$ cat config.mk
export PLATFORM = sky130hd
export DESIGN_NAME = hd_denetleyici_flat
export DESIGN_NICKNAME = d
export VERILOG_FILES = /design/src/rtl/hd_denetleyici_if.sv /design/src/rtl/hd_denetleyici.sv /design/src/flat_wrapper.sv
export SDC_FILE = /design/constraint.sdc
export NUM_CORES = 1
export LEC_CHECK = 0
export BUFFER_PORTS_ARGS = -buffer_cell sky130_fd_sc_hd__buf_4
export CAP_MARGIN = 20
export CORE_AREA = 2 2 85 87
export DETAILED_ROUTE_END_ITERATION = 16
export DIE_AREA = 0 0 87 89
export HOLD_SLACK_MARGIN = 0.08
export PLACE_DENSITY = 0.87
export RECOVER_POWER = 25
export SETUP_SLACK_MARGIN = 0.05
export SLEW_MARGIN = 15
export SYNTH_ARGS = -nofsm -noshare
export SYNTH_HDL_FRONTEND = slang
export SYNTH_SLANG_ARGS = --single-unit
$ cat constraint.sdc
create_clock -name clk_i -period 4.7 [get_ports clk_i]
set_clock_uncertainty 0.05 [all_clocks]
set_input_delay 0.235 -clock clk_i [delete_from_list [all_inputs] [get_ports clk_i]]
set_output_delay 0.235 -clock clk_i [all_outputs]
set_load 0.005 [all_outputs]
$ cat src/rtl/hd_denetleyici_if.sv
// Symbol streams around the JPEG symbol scheduler: decoder -> scheduler -> dequantiser.
interface hd_denetleyici_if #(
  parameter int RUN_BIT = 4,
  parameter int CAT_BIT = 4
);
  logic [RUN_BIT-1:0] hd_run;
  logic [CAT_BIT-1:0] hd_cat;
  logic               hd_gecerli;
  logic               hd_hazir;
  logic [1:0]         hd_tablo;
  logic [RUN_BIT-1:0] ns_run;
  logic [CAT_BIT-1:0] ns_cat;
  logic [5:0]         ns_indis;
  logic [1:0]         ns_bilesen;
  logic               ns_blok_son;
  logic               ns_gecerli;
  logic               ns_hazir;

  // Decoder and downstream stage together drive this side.
  modport master (
    output hd_run, hd_cat, hd_gecerli, ns_hazir,
    input  hd_hazir, hd_tablo, ns_run, ns_cat, ns_indis, ns_bilesen, ns_blok_son, ns_gecerli
  );

  // The scheduler itself.
  modport slave (
    input  hd_run, hd_cat, hd_gecerli, ns_hazir,
    output hd_hazir, hd_tablo, ns_run, ns_cat, ns_indis, ns_bilesen, ns_blok_son, ns_gecerli
  );
endinterface

$ cat src/rtl/hd_denetleyici.sv
// Symbol scheduler: picks the Huffman table for the next symbol, tracks the
// zig-zag index per block and the Y/Cb/Cr block order per MCU.
//
// state | meaning
// BOSTA | idle, waiting for baslat_i
// DC    | expecting the DC symbol of a block
// AC    | expecting AC symbols (run/cat) until EOB or index 63
// HATA  | bitstream error seen, waiting for baslat_i
module hd_denetleyici #(
  parameter int RUN_BIT    = 4,
  parameter int CAT_BIT    = 4,
  parameter int MCU_Y_BLOK = 4,
  parameter int MCU_BIT    = 16
) (
  input  logic               clk_i,
  input  logic               rstn_i,
  input  logic               baslat_i,
  input  logic [MCU_BIT-1:0] mcu_sayisi_i,
  hd_denetleyici_if.slave    bus,
  output logic               bitti_o,
  output logic               hata_o
);
  typedef enum logic [1:0] {BOSTA, DC, AC, HATA} durum_t;

  localparam logic [2:0] NY       = 3'(MCU_Y_BLOK);
  localparam logic [2:0] SON_BLOK = 3'(MCU_Y_BLOK + 1);

  durum_t             durum, durum_d;
  logic [6:0]         idx, idx_d, p;
  logic [2:0]         blok, blok_d;
  logic [MCU_BIT-1:0] mcu, mcu_d, mcu_top, mcu_top_d;
  logic               hata_d, bitti_d, yukle, son_d, blok_bitti, kabul;
  logic [5:0]         indis_d;
  logic [1:0]         tablo_q, tablo_d;

  logic [RUN_BIT-1:0] ns_run_q;
  logic [CAT_BIT-1:0] ns_cat_q;
  logic [5:0]         ns_indis_q;
  logic [1:0]         ns_bilesen_q;
  logic               ns_son_q, ns_gecerli_q;

  // Block position within the MCU -> component (Y blocks first, then Cb, Cr).
  function automatic logic [1:0] bilesen_of(input logic [2:0] b);
    if (b < NY) return 2'd0;
    if (b == NY) return 2'd1;
    return 2'd2;
  endfunction

  assign bus.hd_hazir    = (durum == DC || durum == AC) && (!ns_gecerli_q || bus.ns_hazir);
  assign bus.hd_tablo    = tablo_q;
  assign bus.ns_run      = ns_run_q;
  assign bus.ns_cat      = ns_cat_q;
  assign bus.ns_indis    = ns_indis_q;
  assign bus.ns_bilesen  = ns_bilesen_q;
  assign bus.ns_blok_son = ns_son_q;
  assign bus.ns_gecerli  = ns_gecerli_q;

  assign kabul = bus.hd_gecerli && bus.hd_hazir;
  assign p     = idx + 7'(bus.hd_run);

  // Next state, counters and the emit decision for the symbol accepted this cycle.
  always_comb begin
    durum_d    = durum;
    idx_d      = idx;
    blok_d     = blok;
    mcu_d      = mcu;
    mcu_top_d  = mcu_top;
    hata_d     = hata_o;
    bitti_d    = 1'b0;
    yukle      = 1'b0;
    indis_d    = 6'd0;
    son_d      = 1'b0;
    blok_bitti = 1'b0;
    case (durum)
      BOSTA, HATA: begin
        if (baslat_i) begin
          mcu_top_d = mcu_sayisi_i;
          blok_d    = 3'd0;
          mcu_d     = '0;
          idx_d     = 7'd0;
          hata_d    = 1'b0;
          if (mcu_sayisi_i == '0) begin
            bitti_d = 1'b1;
            durum_d = BOSTA;
          end else begin
            durum_d = DC;
          end
        end
      end
      DC: begin
        if (kabul) begin
          yukle   = 1'b1;
          idx_d   = 7'd1;
          durum_d = AC;
        end
      end
      AC: begin
        if (kabul) begin
          if (bus.hd_cat == '0) begin
            if (bus.hd_run == '0) begin
              yukle      = 1'b1;
              indis_d    = idx[5:0];
              son_d      = 1'b1;
              blok_bitti = 1'b1;
            end else if (bus.hd_run == RUN_BIT'(15) && (idx + 7'd16) <= 7'd63) begin
              yukle   = 1'b1;
              indis_d = idx[5:0];
              idx_d   = idx + 7'd16;
            end else begin
              durum_d = HATA;
              hata_d  = 1'b1;
            end
          end else if (p > 7'd63) begin
            durum_d = HATA;
            hata_d  = 1'b1;
          end else begin
            yukle      = 1'b1;
            indis_d    = p[5:0];
            son_d      = (p == 7'd63);
            blok_bitti = (p == 7'd63);
            idx_d      = p + 7'd1;
          end
        end
      end
      default: durum_d = BOSTA;
    endcase
    if (blok_bitti) begin
      idx_d = 7'd0;
      if (blok == SON_BLOK) begin
        blok_d = 3'd0;
        mcu_d  = mcu + MCU_BIT'(1);
        if (mcu + MCU_BIT'(1) == mcu_top) begin
          bitti_d = 1'b1;
          durum_d = BOSTA;
        end else begin
          durum_d = DC;
        end
      end else begin
        blok_d  = blok + 3'd1;
        durum_d = DC;
      end
    end
    // Table select follows the state/block it will apply to, so it moves on the same edge.
    tablo_d = {bilesen_of(blok_d) != 2'd0, durum_d == AC};
  end

  // State, counters, table select and status flags.
  always_ff @(posedge clk_i or negedge rstn_i) begin
    if (!rstn_i) begin
      durum   <= BOSTA;
      idx     <= 7'd0;
      blok    <= 3'd0;
      mcu     <= '0;
      mcu_top <= '0;
      tablo_q <= 2'd0;
      bitti_o <= 1'b0;
      hata_o  <= 1'b0;
    end else begin
      durum   <= durum_d;
      idx     <= idx_d;
      blok    <= blok_d;
      mcu     <= mcu_d;
      mcu_top <= mcu_top_d;
      tablo_q <= tablo_d;
      bitti_o <= bitti_d;
      hata_o  <= hata_d;
    end
  end

  // Single-entry output register; holds its payload while downstream stalls.
  always_ff @(posedge clk_i or negedge rstn_i) begin
    if (!rstn_i) begin
      ns_run_q     <= '0;
      ns_cat_q     <= '0;
      ns_indis_q   <= 6'd0;
      ns_bilesen_q <= 2'd0;
      ns_son_q     <= 1'b0;
      ns_gecerli_q <= 1'b0;
    end else if (yukle) begin
      ns_run_q     <= bus.hd_run;
      ns_cat_q     <= bus.hd_cat;
      ns_indis_q   <= indis_d;
      ns_bilesen_q <= bilesen_of(blok);
      ns_son_q     <= son_d;
      ns_gecerli_q <= 1'b1;
    end else if (bus.ns_hazir) begin
      ns_gecerli_q <= 1'b0;
    end
  end
endmodule

$ cat src/flat_wrapper.sv
// flat-port wrapper written by rule: the top's interface ports become plain ports
module hd_denetleyici_flat 
#(
  parameter int RUN_BIT    = 4,
  parameter int CAT_BIT    = 4,
  parameter int MCU_Y_BLOK = 4,
  parameter int MCU_BIT    = 16
)
  (clk_i, rstn_i, baslat_i, mcu_sayisi_i, bitti_o, hata_o, bus_hd_run, bus_hd_cat, bus_hd_gecerli, bus_ns_hazir, bus_hd_hazir, bus_hd_tablo, bus_ns_run, bus_ns_cat, bus_ns_indis, bus_ns_bilesen, bus_ns_blok_son, bus_ns_gecerli);
  hd_denetleyici_if #(.RUN_BIT(RUN_BIT), .CAT_BIT(CAT_BIT)) bus_i ();
  input  logic clk_i;
  input  logic rstn_i;
  input  logic baslat_i;
  input  logic [MCU_BIT-1:0] mcu_sayisi_i;
  output logic bitti_o;
  output logic hata_o;
  input wire logic [$bits(bus_i.hd_run)-1:0] bus_hd_run;
  input wire logic [$bits(bus_i.hd_cat)-1:0] bus_hd_cat;
  input wire logic [$bits(bus_i.hd_gecerli)-1:0] bus_hd_gecerli;
  input wire logic [$bits(bus_i.ns_hazir)-1:0] bus_ns_hazir;
  output wire logic [$bits(bus_i.hd_hazir)-1:0] bus_hd_hazir;
  output wire logic [$bits(bus_i.hd_tablo)-1:0] bus_hd_tablo;
  output wire logic [$bits(bus_i.ns_run)-1:0] bus_ns_run;
  output wire logic [$bits(bus_i.ns_cat)-1:0] bus_ns_cat;
  output wire logic [$bits(bus_i.ns_indis)-1:0] bus_ns_indis;
  output wire logic [$bits(bus_i.ns_bilesen)-1:0] bus_ns_bilesen;
  output wire logic [$bits(bus_i.ns_blok_son)-1:0] bus_ns_blok_son;
  output wire logic [$bits(bus_i.ns_gecerli)-1:0] bus_ns_gecerli;
  assign bus_i.hd_run = bus_hd_run;
  assign bus_i.hd_cat = bus_hd_cat;
  assign bus_i.hd_gecerli = bus_hd_gecerli;
  assign bus_i.ns_hazir = bus_ns_hazir;
  assign bus_hd_hazir = bus_i.hd_hazir;
  assign bus_hd_tablo = bus_i.hd_tablo;
  assign bus_ns_run = bus_i.ns_run;
  assign bus_ns_cat = bus_i.ns_cat;
  assign bus_ns_indis = bus_i.ns_indis;
  assign bus_ns_bilesen = bus_i.ns_bilesen;
  assign bus_ns_blok_son = bus_i.ns_blok_son;
  assign bus_ns_gecerli = bus_i.ns_gecerli;
  hd_denetleyici #(.RUN_BIT(RUN_BIT), .CAT_BIT(CAT_BIT), .MCU_Y_BLOK(MCU_Y_BLOK), .MCU_BIT(MCU_BIT)) u_core (.clk_i(clk_i), .rstn_i(rstn_i), .baslat_i(baslat_i), .mcu_sayisi_i(mcu_sayisi_i), .bus(bus_i), .bitti_o(bitti_o), .hata_o(hata_o));
endmodule
# Word-level counts from Yosys, hierarchy flattened
# Index checks and enable logic that the tools add are counted.
op_classes:
  addsub: 5
  n_lt_le_gt_ge: 4
  n_eq_ne: 21
  muxes: 78
  n_reduce_logical: 17
op_table:
  columns: ["cell", "n"]
  rows:
  - ["2-to-1 mux 16 bit", 4]
  - ["2-to-1 mux 7 bit", 8]
  - ["2-to-1 mux 1 bit", 36]
  - ["2-to-1 mux 6 bit", 6]
  - ["2-to-1 mux 2 bit", 16]
  - ["case mux 7 bit (3 select lines)", 1]
  - ["adder 16 x 1 -> 16 bit (second input constant)", 1]
  - ["== test 16 bit", 1]
  - ["zero test 16 bit", 1]
  - ["2-to-1 mux 3 bit", 4]
  - ["!= test 4 x 3 -> 1 bit (second input constant)", 3]
  - ["AND reduction 6 bit", 2]
  - ["== test 3 bit (second input constant)", 3]
  - ["!= test 3 bit (second input constant)", 3]
  - ["zero test 4 bit", 2]
  - ["adder 7 x 1 -> 7 bit (second input constant)", 1]
  - ["adder 7 x 4 -> 7 bit", 1]
  - ["adder 7 x 5 -> 7 bit (second input constant)", 1]
  - ["== test 7 x 6 -> 1 bit (second input constant)", 1]
  - ["> comparator 7 x 6 -> 1 bit (second input constant)", 1]
  - ["<= comparator 7 x 6 -> 1 bit (second input constant)", 1]
  - ["== test 2 bit (second input constant)", 3]
  - ["< comparator 3 bit (second input constant)", 2]
  - ["!= test 3 x 1 -> 1 bit (second input constant)", 2]
  - ["15 further kinds", 21]
word_totals:
  register_bits: 66
  input_bits: 29
  out_inout_bits: 23
  word_cells: 139

# Longest topological paths before layout
logic_depth:
  word_depth: 13
  depth_mapped: 11
  depth_no_buf: 9

# Worst setup path before layout
# Ideal clock, no wire load.
synth_path:
  kind: "register to register"
  from: "reg u_core.idx[0]"
  to: "reg u_core.ns_cat_q[0], in the netlist u_core.bus.ns_cat[0]"
  setup_ps: 127
  arrival_ps: 2912
  t_required_ps: 4523
  path_slack_ps: 1610
  stages_incl_launch_ff: 9
  path_buffers: 1
  synth_period_minus_slack_ps: 3090
  path_cell_list: "dfrtp_1 ha_1 fa_1 ha_1 or4_1 o211a_4 o311ai_4 buf_6 mux2_1"
synth_between:
  elab_chain_cells: 8
  word_cells_on_any_way: 11
  cone_classes: "2 x add/sub; 2 x order compare; 6 x mux; 1 x reduce/logical"
synth_rtl:
  columns: ["element", "line_no", "rtl"]
  rows:
  - ["start, declared", "hd_denetleyici.sv:29", "logic [6:0] idx, idx_d, p;"]
  - ["start signal, assigned", "hd_denetleyici.sv:160", "idx <= idx_d;"]
  - ["adder 7 x 5 -> 7 bit", "hd_denetleyici.sv:105", "end else if (bus.hd_run == RUN_BIT'(15) && (idx + 7'd16) <= 7'd63) begin"]
  - ["<= comparator 7 x 6 -> 1 bit", "hd_denetleyici.sv:105", null]
  - ["logical AND 1 bit", "hd_denetleyici.sv:105", null]
  - ["2-to-1 mux 1 bit", "hd_denetleyici.sv:105", null]
  - ["2-to-1 mux 1 bit", "hd_denetleyici.sv:100", "if (bus.hd_run == '0) begin"]
  - ["2-to-1 mux 1 bit (*)", "hd_denetleyici.sv:99", "if (bus.hd_cat == '0) begin"]
  - ["2-to-1 mux 1 bit (*)", "hd_denetleyici.sv:98", "if (kabul) begin"]
  - ["case mux 1 bit (2 select lines) (*)", "hd_denetleyici.sv:74", "case (durum)"]
  - ["end signal, assigned", "hd_denetleyici.sv:181", "ns_cat_q <= bus.hd_cat;"]
  - ["end, declared", "hd_denetleyici.sv:37", "logic [CAT_BIT-1:0] ns_cat_q;"]
# Mark *: on every way between the ends. The rest lies on a longest branch, timed or not.
# A chain may end at the register's enable or synchronous reset.

# Final worst setup path
layout_path:
  from: "reg u_core.idx[0]"
  to: "reg u_core.ns_run_q[2], in the netlist u_core.bus.ns_run[2]"
layout_between:
  elab_chain_cells: 8
  word_cells_on_any_way: 11
  cone_classes: "2 x add/sub; 2 x order compare; 6 x mux; 1 x reduce/logical"
layout_rtl:
  columns: ["element", "line_no", "rtl"]
  rows:
  - ["adder 7 x 5 -> 7 bit", "hd_denetleyici.sv:105", null]
  - ["<= comparator 7 x 6 -> 1 bit", "hd_denetleyici.sv:105", null]
  - ["logical AND 1 bit", "hd_denetleyici.sv:105", null]
  - ["2-to-1 mux 1 bit", "hd_denetleyici.sv:105", null]
  - ["2-to-1 mux 1 bit", "hd_denetleyici.sv:100", null]
  - ["2-to-1 mux 1 bit (*)", "hd_denetleyici.sv:99", null]
  - ["2-to-1 mux 1 bit (*)", "hd_denetleyici.sv:98", null]
  - ["case mux 1 bit (2 select lines) (*)", "hd_denetleyici.sv:74", null]
  - ["end signal, assigned", "hd_denetleyici.sv:180", "ns_run_q <= bus.hd_run;"]
  - ["end, declared", "hd_denetleyici.sv:36", "logic [RUN_BIT-1:0] ns_run_q;"]
# Marks and branches as above.

==> flow_metrics.tcl <==
set metrics [dict create \
    status "finished, final reports clean" \
    crit_required_ns 4.88 \
    synth_largest_area_cell "dfrtp_1" \
    grt_first_pass_wirelength_mm 16.6 \
    fmax_ghz 0.267 \
    die_y_um 89 \
    post_drt_via_cell_ratio 6.35 \
    use_met2_pct 47.5 \
    coreArea_um2 6720 \
    cts.sinks 65 \
    fin_cells 544 \
    async_reset_ff_share_pct 100 \
    cp_top_family "compound AO/OA/AOI/OAI gates" \
    pwr-share-clk_pct 23.6 \
    yosysUniqueCellTypes 59 \
    setup.worst_path.end_class "flip-flop" \
    globalplace.congestion 0.911 \
    grt_overflow 0 \
    hp-start "mcu_sayisi_i[7]" \
    setup_viol 0 \
    comb_power_share_pct 40.9 \
    cts_root_buf "clkbuf_8" \
    cp_data_arrival_time_ns 3.92 \
    drive_gt1_share_pct 19.8 \
    seq_area_frac_synth_pct 40.7 \
    grt_max_degree 66 \
    synth_edf_count 0 \
    critPathSlowestCell "o311ai_4" \
    io_buffers 51 \
    rows 30 \
    placed_cells 515 \
    num_vias 3457 \
    n_antenna_cell 0 \
    hold-worst-slack_ns 0.0817 \
    placed_area_um2 4380 \
    p_int_mw 1.45 \
    ios 52 \
    slowest_delay_ns 0.83 \
    cp.buffers_inverters 0 \
    fin_nets 499 \
    power.share.switching_pct 36.0 \
    ys_top_cells_by_area "dfrtp_1 (41%), xnor2_1 (5.0%), mux2_2 (4.8%), o21ai_0 (3.9%), nand2_1 (3.2%)" \
    worst_ir_drop_vdd_uv 427 \
    final.period_utilization_pct 79.7 \
    synth_top_area_share_pct 40.7 \
    clk_pin_slew_ns 0.07 \
    cts_buffers 9 \
    die_x_um 87 \
    cts_buffer_depth 2 \
    critPathKind "flip-flop to flip-flop" \
    rr_startpoint "u_core.idx[0]" \
    whs_path_depth 2 \
    maxCapViolCount 0 \
    post-cts-setup-buffer-count 0 \
    antenna_left 0 \
    routedWlPerCell_um 18.8 \
    busiest_layer "met2" \
    final.setup.tns_ns 0 \
    drt-initial-drc-count 255 \
    p_leak_nw 2.05 \
    rsz0062_at_grt "no" \
    grt_use_met3_pct 5.54 \
    drt_pre_antenna_iters 7 \
    grt_pass1_vias 3494 \
    antenna_found_initial 0 \
    mostFrequentLayoutCells "dfrtp_1 (65), nand2_1 (34), o21ai_0 (31)" \
    r2r_setup_slack_ns 0.95 \
    hold_viol_final 0 \
    final_common_cell "dfrtp_1" \
    routed_wl_mm 10.3 \
    switchingPower_mw 0.816 \
    r2r_end "u_core.bus.ns_run[2]" \
    power_mw 2.27 \
    syn-mean-instance-area_um2 9.92 \
    hold_path.class "input port to flip-flop" \
    power_density_nw_per_um2 482 \
    syn_nets 443 \
    ys_ff_latch 65 \
    mappedNetlistArea_um2 4000 \
    grt_use_met1_pct 33.1 \
    cts_tree "built" \
    period_minus_slack_ns 3.75 \
    setup.worst_path.start_class "flip-flop" \
    worst_pin_slew_ns 0.963 \
    synthCells 403 \
    area_growth_syn_to_layout_pct 17.8 \
    drc 0 \
    hold_buffers 11 \
    crit_chain "ha_1, fa_1, xor2_2, nand3_2, or4_1, o211a_4, o311ai_4, mux2_1" \
    postLayoutCellArea_um2 4710 \
    ys.flop_type "dfrtp_1" \
    seq_power_share_pct 35.5 \
    initial_core_util_pct 59.5 \
    synth_warnings 0 \
    ctsResizeCount 0 \
    clk_latency_ns 0.35 \
    die_area_um2 7740 \
    drv_slew 0 \
    track_usage_pct 27.9 \
    crit_fanout 20 \
    whs_endpoint "u_core.mcu_top[7]" \
    htree_levels 3 \
    hpwl_mm 7.08 \
    r2r_cells 8 \
    max-slew-margin-rel_pct 35.6 \
]
[state kept, by name (all words and copies together), names as in the netlist, named ones only]
signal / cells
u_core.bitti_o: 1
u_core.hata_o: 1
u_core.bus.ns_bilesen: 2
u_core.bus.ns_gecerli: 1
u_core.bus.ns_indis: 6
u_core.mcu_top: 16
u_core.bus.ns_run: 4
u_core.mcu: 16
u_core.durum: 2
u_core.bus.ns_blok_son: 1
u_core.bus.hd_tablo: 1
u_core.bus.ns_cat: 4
u_core.idx: 7
[per-layer routing]
metal / routed length, um / vias to the layer above
li1: - / 1585
met1: 4090 / 1654
met2: 5100 / 180
met3: 691 / 38
met4: 367 / 0
met5: 0 / -
[per-stage QoR]
stage | setup slack [ns] | utilization, %
finish | 0.955 | 70.1
global route | 0.807 | 70.1
CTS | 0.981 | 70.1
detailed placement | 1.00 | 65.2
global placement | 1.14 | 65.2
floorplan | 1.61 | -
[power groups by stage]
stage | Combinational, mW | Clock [mW] | Sequential [mW]
after floorplan | 0.651 | 0 | 0.792
after global placement | 0.875 | 0 | 0.810
after detailed placement | 0.910 | 0 | 0.817
after CTS | 0.922 | 0.536 | 0.807
after global routing | 1.01 | 0.560 | 0.824
final | 0.928 | 0.534 | 0.807
[synthesized netlist by cell type, types with 3 or more instances]
library cell  instances
nand3_1              11
a21oi_1              10
nor2b_1               7
dfrtp_1              65
inv_1                 9
nor2_1               25
mux2i_1               7
nor3b_1               3
clkbuf_1              6
nand2_1              34
ha_1                 10
a31oi_1               6
xor2_1               11
nand4_1               7
nor4_1                9
o41ai_1               3
xnor2_1              23
o21ai_1               5
nand2b_1              6
or4_1                 5
a22o_1               10
mux2_1                8
o21ai_0              31
mux2_2               17
a32o_1                4
nor3_1                9
a211oi_1              5
a21o_1                6
buf_2                10
[area by class of cell]
class / count / area, um^2
Clock inverter: 5 / 78.8
Clock buffer: 11 / 141
Sequential cell: 65 / 1630
Timing Repair Buffer: 65 / 497
Multi-Input combinational cell: 309 / 2230
Tap cell: 80 / 100
Fill cell: 487 / 2010
Inverter: 9 / 33.8
[worst max-delay path by stage]
stage,slack [ns],depth (start not counted),to,start
6_report,0.95,8,u_core.bus.ns_run[2],u_core.idx[0]
3_3_place_gp,1.14,8,u_core.bus.ns_cat[3],u_core.idx[0]
5_1_grt,0.81,8,u_core.bus.ns_cat[0],u_core.idx[0]
2_1_floorplan,1.61,8,u_core.bus.ns_cat[0],u_core.idx[0]
3_5_place_dp,1.00,8,u_core.bus.ns_run[2],u_core.idx[0]
4_1_cts,0.98,8,u_core.bus.ns_run[2],u_core.idx[0]
[kinds of logic (layout without fill, tap and decap cells)]
| kind of cell | count (synthesis) | after routing | synth area share (%) |
|---|---|---|---|
| DFF | 65 | 65 | 40.7 |
| adders and majority gates | 11 | 11 | 3.63 |
| muxes | 32 | 32 | 8.80 |
| and+or+nand+nor | 139 | 139 | 19.5 |
| xor gates and xnor gates | 35 | 35 | 7.86 |
| AOI/OAI and AO/OA | 92 | 92 | 16.0 |
| buffers and inverters | 29 | 90 | 3.51 |
Note: power is estimated with default switching activity, not from simulation.
